$ cat config.mk
export PLATFORM = sky130hd
export DESIGN_NAME = maj_vote_pipe
export DESIGN_NICKNAME = d
export VERILOG_FILES = /design/src/rtl/maj_vote_pkg.sv /design/src/rtl/maj_vote_pipe_popcnt_tree.sv /design/src/rtl/maj_vote_pipe.sv
export SDC_FILE = /design/constraint.sdc
export NUM_CORES = 1
export LEC_CHECK = 0
export ABC_AREA = 1
export BUFFER_PORTS_ARGS = -buffer_cell sky130_fd_sc_hd__buf_2
export CAP_MARGIN = 20
export CORE_ASPECT_RATIO = 1.2
export CORE_MARGIN = 3
export CORE_UTILIZATION = 39
export DETAILED_ROUTE_END_ITERATION = 10
export PLACE_DENSITY_LB_ADDON = 0.15
export SLEW_MARGIN = 20
export SYNTH_ARGS = -nofsm -noshare
export SYNTH_HDL_FRONTEND = slang
export SYNTH_SLANG_ARGS = --single-unit
$ cat constraint.sdc
create_clock -name clk -period 3.3 [get_ports clk]
set_input_delay 0.165 -clock clk [delete_from_list [all_inputs] [get_ports clk]]
set_output_delay 0.165 -clock clk [all_outputs]
set_load 0.05 [all_outputs]
$ cat src/rtl/maj_vote_pkg.sv
// Shared types and helpers for the pipelined vote/reduce unit.
package maj_vote_pkg;

    typedef enum logic [1:0] {
        MODE_MAJ = 2'd0,
        MODE_XOR = 2'd1,
        MODE_AND = 2'd2,
        MODE_OR  = 2'd3
    } mode_e;

    localparam int PIPE_LAT = 2;

    // Width needed to hold a population count of n bits (0..n inclusive).
    function automatic int pop_w(input int n);
        return $clog2(n + 1);
    endfunction

endpackage

$ cat src/rtl/maj_vote_pipe_popcnt_tree.sv
// Combinational popcount built as a balanced binary adder tree.
// The input is padded with zeros up to the next power of two.
module popcnt_tree
    import maj_vote_pkg::*;
#(
    parameter int N = 7
) (
    input  logic [N-1:0]          data,
    output logic [pop_w(N)-1:0]   pop
);

    localparam int PW     = pop_w(N);
    localparam int LEVELS = $clog2(N);
    localparam int LEAVES = 1 << LEVELS;

    // Each level gets its own array so the tree stays a clean feed-forward cone.
    for (genvar l = 0; l <= LEVELS; l++) begin : lvl
        localparam int W = LEAVES >> l;
        logic [PW-1:0] sum [W];

        if (l == 0) begin : g_leaf
            for (genvar j = 0; j < W; j++) begin : g_bit
                if (j < N) begin : g_used
                    assign sum[j] = {{(PW-1){1'b0}}, data[j]};
                end else begin : g_pad
                    assign sum[j] = '0;
                end
            end
        end else begin : g_add
            for (genvar j = 0; j < W; j++) begin : g_node
                assign sum[j] = lvl[l-1].sum[2*j] + lvl[l-1].sum[2*j+1];
            end
        end
    end

    assign pop = lvl[LEVELS].sum[0];

endmodule

$ cat src/rtl/maj_vote_pipe.sv
// Two-stage N-input vote/reduce unit with valid/ready handshake on both sides.
// S1 holds the raw beat, S2 holds popcount, result and tie flag.
module maj_vote_pipe
    import maj_vote_pkg::*;
#(
    parameter int N_IN  = 7,
    parameter int CNT_W = 16
) (
    input  logic                    clk,
    input  logic                    rst_n,
    input  logic                    in_valid,
    output logic                    in_ready,
    input  logic [N_IN-1:0]         in_data,
    input  logic [1:0]              in_mode,
    output logic                    out_valid,
    input  logic                    out_ready,
    output logic                    out_bit,
    output logic [pop_w(N_IN)-1:0]  out_pop,
    output logic                    out_tie,
    output logic [CNT_W-1:0]        out_cnt
);

    localparam int PW = pop_w(N_IN);
    localparam logic [PW:0]   N_X  = (PW+1)'(N_IN);
    localparam logic [PW-1:0] N_PW = PW'(N_IN);

    logic             s1_v;
    logic [N_IN-1:0]  s1_data;
    mode_e            s1_mode;

    logic             s2_v;
    logic             s2_bit;
    logic [PW-1:0]    s2_pop;
    logic             s2_tie;
    logic [CNT_W-1:0] cnt;

    logic             s1_load;
    logic             s2_load;
    logic [PW-1:0]    pop;
    logic [PW:0]      pop_x2;
    logic             res_bit;
    logic             res_tie;

    // S1 may refill in the same cycle it hands its beat forward.
    assign s2_load  = s1_v && (!s2_v || out_ready);
    assign in_ready = !s1_v || s2_load;
    assign s1_load  = in_valid && in_ready;

    popcnt_tree #(.N(N_IN)) u_popcnt (
        .data (s1_data),
        .pop  (pop)
    );

    assign pop_x2 = {pop, 1'b0};

    always_comb begin
        res_bit = 1'b0;
        res_tie = 1'b0;
        case (s1_mode)
            MODE_MAJ: begin
                res_bit = pop_x2 > N_X;
                res_tie = pop_x2 == N_X;
            end
            MODE_XOR: res_bit = pop[0];
            MODE_AND: res_bit = pop == N_PW;
            MODE_OR:  res_bit = |pop;
        endcase
    end

    always_ff @(posedge clk or negedge rst_n) begin
        if (!rst_n) begin
            s1_v    <= 1'b0;
            s1_data <= '0;
            s1_mode <= MODE_MAJ;
        end else begin
            if (s1_load) begin
                s1_v    <= 1'b1;
                s1_data <= in_data;
                s1_mode <= mode_e'(in_mode);
            end else if (s2_load) begin
                s1_v    <= 1'b0;
            end
        end
    end

    // S2 data only changes on a load, so it holds steady under backpressure.
    always_ff @(posedge clk or negedge rst_n) begin
        if (!rst_n) begin
            s2_v   <= 1'b0;
            s2_bit <= 1'b0;
            s2_pop <= '0;
            s2_tie <= 1'b0;
            cnt    <= '0;
        end else begin
            if (s2_load) begin
                s2_v   <= 1'b1;
                s2_bit <= res_bit;
                s2_pop <= pop;
                s2_tie <= res_tie;
            end else if (out_ready) begin
                s2_v   <= 1'b0;
            end
            if (s2_v && out_ready) begin
                cnt <= cnt + CNT_W'(1);
            end
        end
    end

    assign out_valid = s2_v;
    assign out_bit   = s2_bit;
    assign out_pop   = s2_pop;
    assign out_tie   = s2_tie;
    assign out_cnt   = cnt;

endmodule

==> flow_metrics.tcl, run 1 <==
set metrics [dict create \
    status "finished, final reports clean" \
    cap_violations 0 \
    die_area_um2 4900 \
    overflow 0 \
    io_buffer_count 34 \
    pwr-share-seq_pct 36.2 \
    drive_gt1_share_pct 35.4 \
    grt_antenna_before_repair 0 \
    io_pins 36 \
    dp_cells 235 \
    row_count 24 \
    maxSlewViolCount 0 \
    cts_buffer_depth 2 \
    drt_iter0_drc 27 \
    setup_slack_ps 920 \
    fp.coreArea_um2 3780 \
    viasPerCell 4.55 \
    htree_levels 2 \
    p_int_uw 840 \
    reg2reg_depth 10 \
    syn_to_final_growth_pct 20.5 \
    worst-path-buf-inv 2 \
    r2r_start "s1_data[4]" \
    clock.fmax_mhz 420 \
    setup_viol 0 \
    postPlaceCellArea_um2 1810 \
    critPathTopFamily "adder cells" \
    yosys_warnings 0 \
    hpwl_um 2240 \
    synth_cell_types 27 \
    first_pass_iters 4 \
    synth_cells 151 \
    initial_core_util_pct 42.2 \
    cp.required_ps 3470 \
    irDropWorstVdd_mv 0.434 \
    drcViolationCount 0 \
    p_switching_uw 632 \
    antenna_left 0 \
    rsz0062_at_grt "false" \
    fin_crit_sh_pct 72.1 \
    hold_viol_final 0 \
    synth_nets 172 \
    cts_tree "yes" \
    cp.arrival_ps 2550 \
    hold_path_end "s1_data[3]" \
    place.gp.congestion 0.767 \
    route.final.wire_length_um 2830 \
    min_delay_path_depth 2 \
    grt_pass1_vias 1168 \
    stdcell_area_um2 1920 \
    pre_cts_ws_ps 898 \
    post-route-min-period_ps 2380 \
    clk_pin_slew_ps 60 \
    r2r_end "out_bit" \
    start_kind "flop" \
    antenna_cells 0 \
    avgRoutedWirePerCell_um 11.6 \
    slowest_delay_ps 510 \
    insertion_delay_ps 280 \
    p_leak_uw 0.00100 \
    grt_pass1_wl_um 5230 \
    reg2reg_setup_slack_ps 920 \
    yosysSeqAreaShare_pct 48.6 \
    fin_nets 212 \
    max_slew_margin_pct 54.7 \
    p_per_area_nw_per_um2 765 \
    tightestPinTransition_ps 679 \
    p_sw_share_pct 42.9 \
    path_class "reg -> reg" \
    fin_cells 244 \
    hold_class "in -> reg" \
    cp-end-kind "flop" \
    ys_seq_elements 31 \
    path_max_fanout 2 \
    clkPwrFrac_pct 22.0 \
    ctsResizeCount 0 \
    combPwrFrac_pct 41.8 \
    dieWidth_um 64.4 \
    cts_root_buffer "clkbuf_8" \
    fin_setup_tns_ps 0 \
    grt_max_degree 32 \
    netlist_area_um2 1600 \
    worst_clock_skew_ps 4.96 \
    route.vias.total 1110 \
    numCtsBuffers 5 \
    n_fill_cell 378 \
    slowest_stage "fa_1" \
    grt_usage_pct 13.8 \
    clock-sinks 31 \
    die_h_um 76.1 \
    synth.avg_cell_area_um2 10.6 \
    min_from "in_data[3]" \
    path_cells "ha_1 > fa_1 > ha_1 > inv_1 > fa_1 > inv_1 > a21oi_1 > o21ai_1 > nand2_1 > nand2_1" \
]
## synthesized netlist by cell type
master	number	area [um^2]
a21oi_1	2	10.0
buf_4	1	7.51
buf_6	1	11.3
conb_1	1	3.75
dfrtp_1	31	776
fa_1	3	60.1
ha_1	5	62.6
inv_1	14	52.6
inv_2	1	3.75
mux2_2	2	22.5
mux2_4	7	105
nand2_1	36	135
nand2_2	6	37.5
nand3_1	3	15.0
nand3_2	2	20.0
nand3b_1	2	15.0
nand3b_4	1	20.0
nand4_1	2	12.5
nor2_1	6	22.5
nor2_2	3	18.8
nor2_4	4	45.0
nor3_1	1	5.00
nor3_2	1	10.0
o21ai_0	3	15.0
o21ai_1	1	5.00
xnor2_1	6	52.6
xor2_1	6	52.6
## repair_timing
action / in CTS / in global routing
hold buffers: 1 / 0
setup buffers: 0 / 0
setup endpoints to repair: 0 / 0
endpoints found under the hold margin: 31 / 0
## how the worst max path moves through the flow
| stage | depth (start not counted) | slack [ps] | to | from |
|---|---|---|---|---|
| CTS | 10 | 890 | out_bit | s1_data[4] |
| detailed placement | 10 | 900 | out_bit | s1_data[4] |
| global route | 10 | 780 | out_bit | s1_data[4] |
| finish | 10 | 920 | out_bit | s1_data[4] |
| floorplan | 10 | 1030 | out_bit | s1_data[4] |
| global placement | 10 | 970 | out_bit | s1_data[4] |
## final cells by class
cell class,count,area [um^2],area share (%)
clock buffer,8,100,5.20
inverter,15,56.3,2.93
multi-input combinational,103,746,38.8
sequential,31,776,40.3
tap,52,65.1,3.38
timing repair buffer,35,180,9.37
## sequential cells by signal, indices dropped and copies added, names as in the netlist
name and count:
out_cnt 16, out_pop 3, out_valid 1, s1_data 7, s1_v 1, s1_mode 2, out_bit 1
## cell usage in the layout (no fill, tap or decap), drive strengths merged
master / count
nor2: 13
xor2: 6
nand3: 5
o21ai: 4
ha: 5
conb: 1
nand3b: 3
dlygate4sd3: 1
a21oi: 2
nor3: 2
nand2: 42
nand4: 2
dfrtp: 31
inv: 15
fa: 3
xnor2: 6
buf: 34
clkbuf: 8
mux2: 9
## layer usage
layer | part of all wire, % | up-vias | track usage [%]
met4 | 1.9 | 0 | 6.34
met2 | 55 | 28 | 23.2
li1 | - | 555 | -
met1 | 38 | 520 | 15.4
met5 | 0 | - | 0
met3 | 4.4 | 7 | 4.87
## through the flow
stage | util (%) | hold slack (ps) | total power (uW)
2_1_floorplan | - | -131 | 1020
4_1_cts | 50.8 | 118 | 1500
3_5_place_dp | 47.9 | 250 | 1170
5_1_grt | 50.8 | 120 | 1580
3_3_place_gp | 47.9 | 244 | 1150
6_report | 50.8 | 124 | 1470
## kinds of logic (layout without fill, tap and decap cells)
family | count (synthesis) | after routing | synth area share (%)
DFF | 31 | 31 | 48.6
adders and majority gates | 8 | 8 | 7.68
buffers and inverters | 17 | 58 | 4.70
muxes | 9 | 9 | 7.99
and+or+nand+nor | 67 | 67 | 22.3
AOI/OAI and AO/OA | 6 | 6 | 1.88
other | 1 | 1 | 0.235
xor gates and xnor gates | 12 | 12 | 6.58
## power by group through the flow
stage	sequential [uW]	clock [uW]	combinational (uW)
global placement	539	0	610
CTS	536	334	628
finish	533	324	615
detailed placement	542	0	626
global route	550	353	677
floorplan	748	0	270
Power figures use the tool's default switching activity.
==> run 2: changes to the inputs <==
clock period = 2.2 ns   (was 3.3 ns; I/O delays follow)
==> flow_metrics.tcl, run 2 (synthesis results as in run 1) <==
set metrics [dict create \
    reg2reg_depth 10 \
    dieWidth_um 64.4 \
    layout_commonest_cell "nand2_1" \
    maxSlewViolCount 0 \
    fin_cells 247 \
    reg2reg_setup_slack_ps -140 \
    fp.coreArea_um2 3780 \
    cp.arrival_ps 2520 \
    route.final.wire_length_um 2970 \
    tightestPinTransition_ps 679 \
    cts_tree "yes" \
    row_count 24 \
    grt_usage_pct 13.9 \
    grt_pass1_vias 1201 \
    drt_iter0_drc 34 \
    p_per_area_nw_per_um2 1170 \
    fin_nets 215 \
    die_h_um 76.1 \
    io_buffer_count 34 \
    slowest_stage "fa_2" \
    path_max_fanout 2 \
    cts_buffer_depth 2 \
    syn_to_final_growth_pct 23.5 \
    overflow 0 \
    worst_clock_skew_ps 9.01 \
    die_area_um2 4900 \
    critical_path.endpoint "out_bit" \
    path_cells "ha_1 > fa_1 > ha_1 > inv_1 > fa_2 > inv_2 > o21ai_1 > nand2_1 > nand2_1 > nand2_1" \
    status "finished, violations left" \
    htree_levels 2 \
    mostFrequentLayoutCells "nand2_1, buf_2, dfrtp_1" \
    place.gp.congestion 0.753 \
    antenna_cells 0 \
    slowest_delay_ps 540 \
    cp.required_ps 2380 \
    drcViolationCount 0 \
    irDropWorstVdd_mv 0.592 \
    cp-end-kind "flop" \
    dp_cells 236 \
    drive_gt1_share_pct 39.0 \
    clock-sinks 31 \
    route.vias.total 1128 \
    avgRoutedWirePerCell_um 12.0 \
    pre_cts_ws_ps -194 \
    post-route-min-period_ps 2340 \
    io_pins 36 \
    hold_viol_final 0 \
    grt_antenna_before_repair 0 \
    hpwl_um 2240 \
    setup_viol 2 \
    cap_violations 0 \
    numCtsBuffers 5 \
    r2r_end "out_bit" \
    cpMostUsedCell "nand2_1" \
    clk_pin_slew_ps 70 \
    p_leak_uw 0.00102 \
    antenna_left 0 \
    first_pass_iters 4 \
    r2r_start "s1_data[5]" \
    setup_slack_ps -137 \
    start_kind "flop" \
    clock.fmax_mhz 428 \
    cts_root_buffer "clkbuf_8" \
    rsz0062_at_grt "true" \
    path_class "reg -> reg" \
    initial_core_util_pct 42.2 \
    p_total_uw 2300 \
    insertion_delay_ps 290 \
    crit_start "s1_data[5]" \
    max_slew_margin_pct 54.7 \
    largest_reg_flops 16 \
    hold_class "in -> reg" \
    viasPerCell 4.57 \
    grt_pass1_wl_um 5190 \
    grt_max_degree 32 \
    violations "setup timing" \
    fin_crit_sh_pct 106 \
]
[run 2: cell types whose count changed in the layout (fill, tap and decap cells not counted), sizes merged]
cell and delta:
buf +3
[run 2: how the worst min path moves through the flow]
stage | start | depth (start not counted) | slack (ps) | to
after global routing | in_data[0] | 2 | 50 | s1_data[0]
final | in_data[6] | 2 | 60 | s1_data[6]
after detailed placement | rst_n | 1 | 200 | out_cnt[6]
after global placement | rst_n | 1 | 190 | out_cnt[2]
after CTS | in_data[6] | 2 | 40 | s1_data[6]
after floorplan | rst_n | 0 | -190 | out_bit
[run 2: metrics by stage]
step / hold WS [ps] / cell area, um^2 / setup TNS, ps / util, %
after floorplan: -186 / 1600 / -50.9 / -
after global placement: 194 / 1820 / -163 / 48.1
after detailed placement: 201 / 1820 / -288 / 48.1
final: 55.6 / 1970 / -170 / 52.1
after CTS: 43.5 / 1950 / -212 / 51.6
after global routing: 47.8 / 1970 / -382 / 52.1
[run 2: what timing repair did]
item | 4_1_cts | 5_1_grt
setup endpoints to repair | 2 | 3
resized for setup | 4 | 1
endpoints found under the hold margin | 31 | 0
setup buffers | 1 | 1
pin swaps | 7 | 3
cloned | 0 | 0
hold buffers | 1 | 0
[run 2: metal layers]
| layer | part of all wire [%] | routed length, um | vias to the layer above | track usage, % |
|---|---|---|---|---|
| met5 | 0 | 0 | - | 0 |
| met4 | 3.0 | 89 | 0 | 8.88 |
| met3 | 4.9 | 145 | 8 | 4.57 |
| met2 | 53 | 1570 | 30 | 23.7 |
| met1 | 39 | 1170 | 534 | 14.5 |
| li1 | - | - | 556 | - |
[run 2: area by class of cell]
class / instances / area [um^2]
clock buffers: 8 / 100
fillers: 364 / 1810
inverters: 15 / 56.3
multi-input cells: 103 / 772
flip-flops and latches: 31 / 776
well taps: 52 / 65.1
repair buffers: 38 / 203
[run 2: critical path: cells and delay by family (launching register included)]
| family | cells | cell delay [ps] |
|---|---|---|
| AOI/OAI and AO/OA | 1 | 120 |
| and+or+nand+nor | 3 | 190 |
| DFF | 1 | 390 |
| buffers and inverters | 2 | 90 |
| adders and majority gates | 4 | 1470 |
[run 2: power by group]
group	switching [uW]	internal [uW]	leakage, uW
sequential	113	694	0.000380
combinational	670	329	0.000590
clock	206	285	0.0000515
total	989	1310	0.00102
==> run 3: changes to the inputs <==
HOLD_SLACK_MARGIN = 0.1   (was unset)
==> flow_metrics.tcl, run 3 (synthesis results as in run 1) <==
set metrics [dict create \
    cap_violations 0 \
    io_buffer_count 34 \
    start_kind "flop" \
    post-route-min-period_ps 2340 \
    largest_reg_flops 16 \
    p_leak_uw 0.00106 \
    route.vias.total 1163 \
    clock-sinks 31 \
    status "finished, violations left" \
    path_cells "ha_1 > fa_1 > ha_1 > inv_1 > fa_2 > inv_2 > o21ai_1 > nand2_1 > nand2_1 > nand2_1" \
    grt_max_degree 32 \
    avgRoutedWirePerCell_um 11.8 \
    syn_to_final_growth_pct 29.2 \
    setup_slack_ps -137 \
    irDropWorstVdd_mv 0.593 \
    worst_clock_skew_ps 9.02 \
    fin_nets 224 \
    die_h_um 76.1 \
    cp.arrival_ps 2520 \
    drive_gt1_share_pct 37.3 \
    p_total_uw 2310 \
    path_max_fanout 2 \
    cts_buffer_depth 2 \
    worst-path-buf-inv 2 \
    grt_pass1_wl_um 5310 \
    slowest_stage "fa_2" \
    clock.fmax_mhz 428 \
    route.final.wire_length_um 3030 \
    cts_tree "yes" \
    fp.coreArea_um2 3780 \
    fin_crit_sh_pct 106 \
    slowest_delay_ps 540 \
    cts_root_buffer "clkbuf_8" \
    viasPerCell 4.54 \
    cp-end-kind "flop" \
    place.gp.congestion 0.753 \
    fin_cells 256 \
    grt_usage_pct 14.2 \
    dieWidth_um 64.4 \
    row_count 24 \
    grt_antenna_before_repair 0 \
    drcViolationCount 0 \
    numCtsBuffers 5 \
    clk_pin_slew_ps 70 \
    initial_core_util_pct 42.2 \
    violations "setup timing" \
    p_per_area_nw_per_um2 1120 \
    antenna_left 0 \
    tightestPinTransition_ps 679 \
    layout_commonest_cell "nand2_1" \
    grt_pass1_vias 1245 \
    cpMostUsedCell "nand2_1" \
    cp.required_ps 2380 \
    dp_cells 236 \
    overflow 0 \
    critPathTopFamily "adder cells" \
    mostFrequentLayoutCells "nand2_1, buf_2, dfrtp_1" \
    antenna_cells 0 \
    hold_viol_final 0 \
    path_class "reg -> reg" \
    die_area_um2 4900 \
    maxSlewViolCount 0 \
    hold_class "in -> reg" \
    rsz0062_at_grt "true" \
    htree_levels 2 \
    hpwl_um 2240 \
    first_pass_iters 4 \
    io_pins 36 \
    setup_viol 2 \
    drt_iter0_drc 23 \
    insertion_delay_ps 290 \
    max_slew_margin_pct 54.7 \
]
==> run 3: worst reg2reg max path, delay by kind of cell (launching register included) <==
family          cells  cell delay (ps)
simple gates        3              190
compound gates      1              120
fa+ha+maj           4             1470
buf+inv             2               90
flops               1              390
==> run 3: layout make-up <==
class | instances | area [um^2]
fill | 354 | 1720
sequential | 31 | 776
inverter | 15 | 56.3
timing repair buffer | 47 | 293
multi-input combinational | 103 | 772
clock buffer | 8 | 100
tap | 52 | 65.1
==> run 3: routing by layer <==
metal / share of wire [%] / global-route usage, % / wire [um]
met5: 0 / 0 / 0
met4: 2.9 / 8.88 / 89
met3: 4.8 / 4.72 / 145
met2: 53 / 24.6 / 1620
met1: 39 / 14.5 / 1180
==> run 3: through the flow <==
step / setup slack [ps] / hold WS (ps) / utilization [%] / setup TNS, ps / cell area (um^2)
5_1_grt: -251 / 200 / 54.5 / -382 / 2060
3_3_place_gp: -101 / 194 / 48.1 / -163 / 1820
2_1_floorplan: -50.9 / -186 / - / -50.9 / 1600
3_5_place_dp: -194 / 201 / 48.1 / -288 / 1820
6_report: -137 / 168 / 54.5 / -171 / 2060
4_1_cts: -166 / 163 / 54.0 / -212 / 2040
==> run 3: final timing paths <==
| path | startpoint | end | slack [ps] | depth (start not counted) |
|---|---|---|---|---|
| max in group asynchronous | rst_n | out_pop[0] | 1360 | 2 |
| worst min register to register | out_cnt[15] | out_cnt[15] | 490 | 2 |
| worst max-delay path | s1_data[5] | out_bit | -140 | 10 |
| worst min-delay path | out_ready | out_cnt[2] | 170 | 3 |
| worst max register to register | s1_data[5] | out_bit | -140 | 10 |
| min in group asynchronous | rst_n | out_cnt[3] | 400 | 2 |
==> run 3: timing repair <==
item / CTS / global route
pin swaps: 7 / 3
gates cloned: 0 / 0
setup endpoints to repair: 2 / 3
endpoints found under the hold margin: 40 / 0
resized for setup: 4 / 1
hold buffers: 10 / 0
buffers inserted: 1 / 1
==> run 3: where the power goes <==
group          internal [uW]  leakage (uW)  switching [uW]
Combinational            340      0.000627             672
Clock                    285     0.0000515             207
Sequential               694      0.000380             113
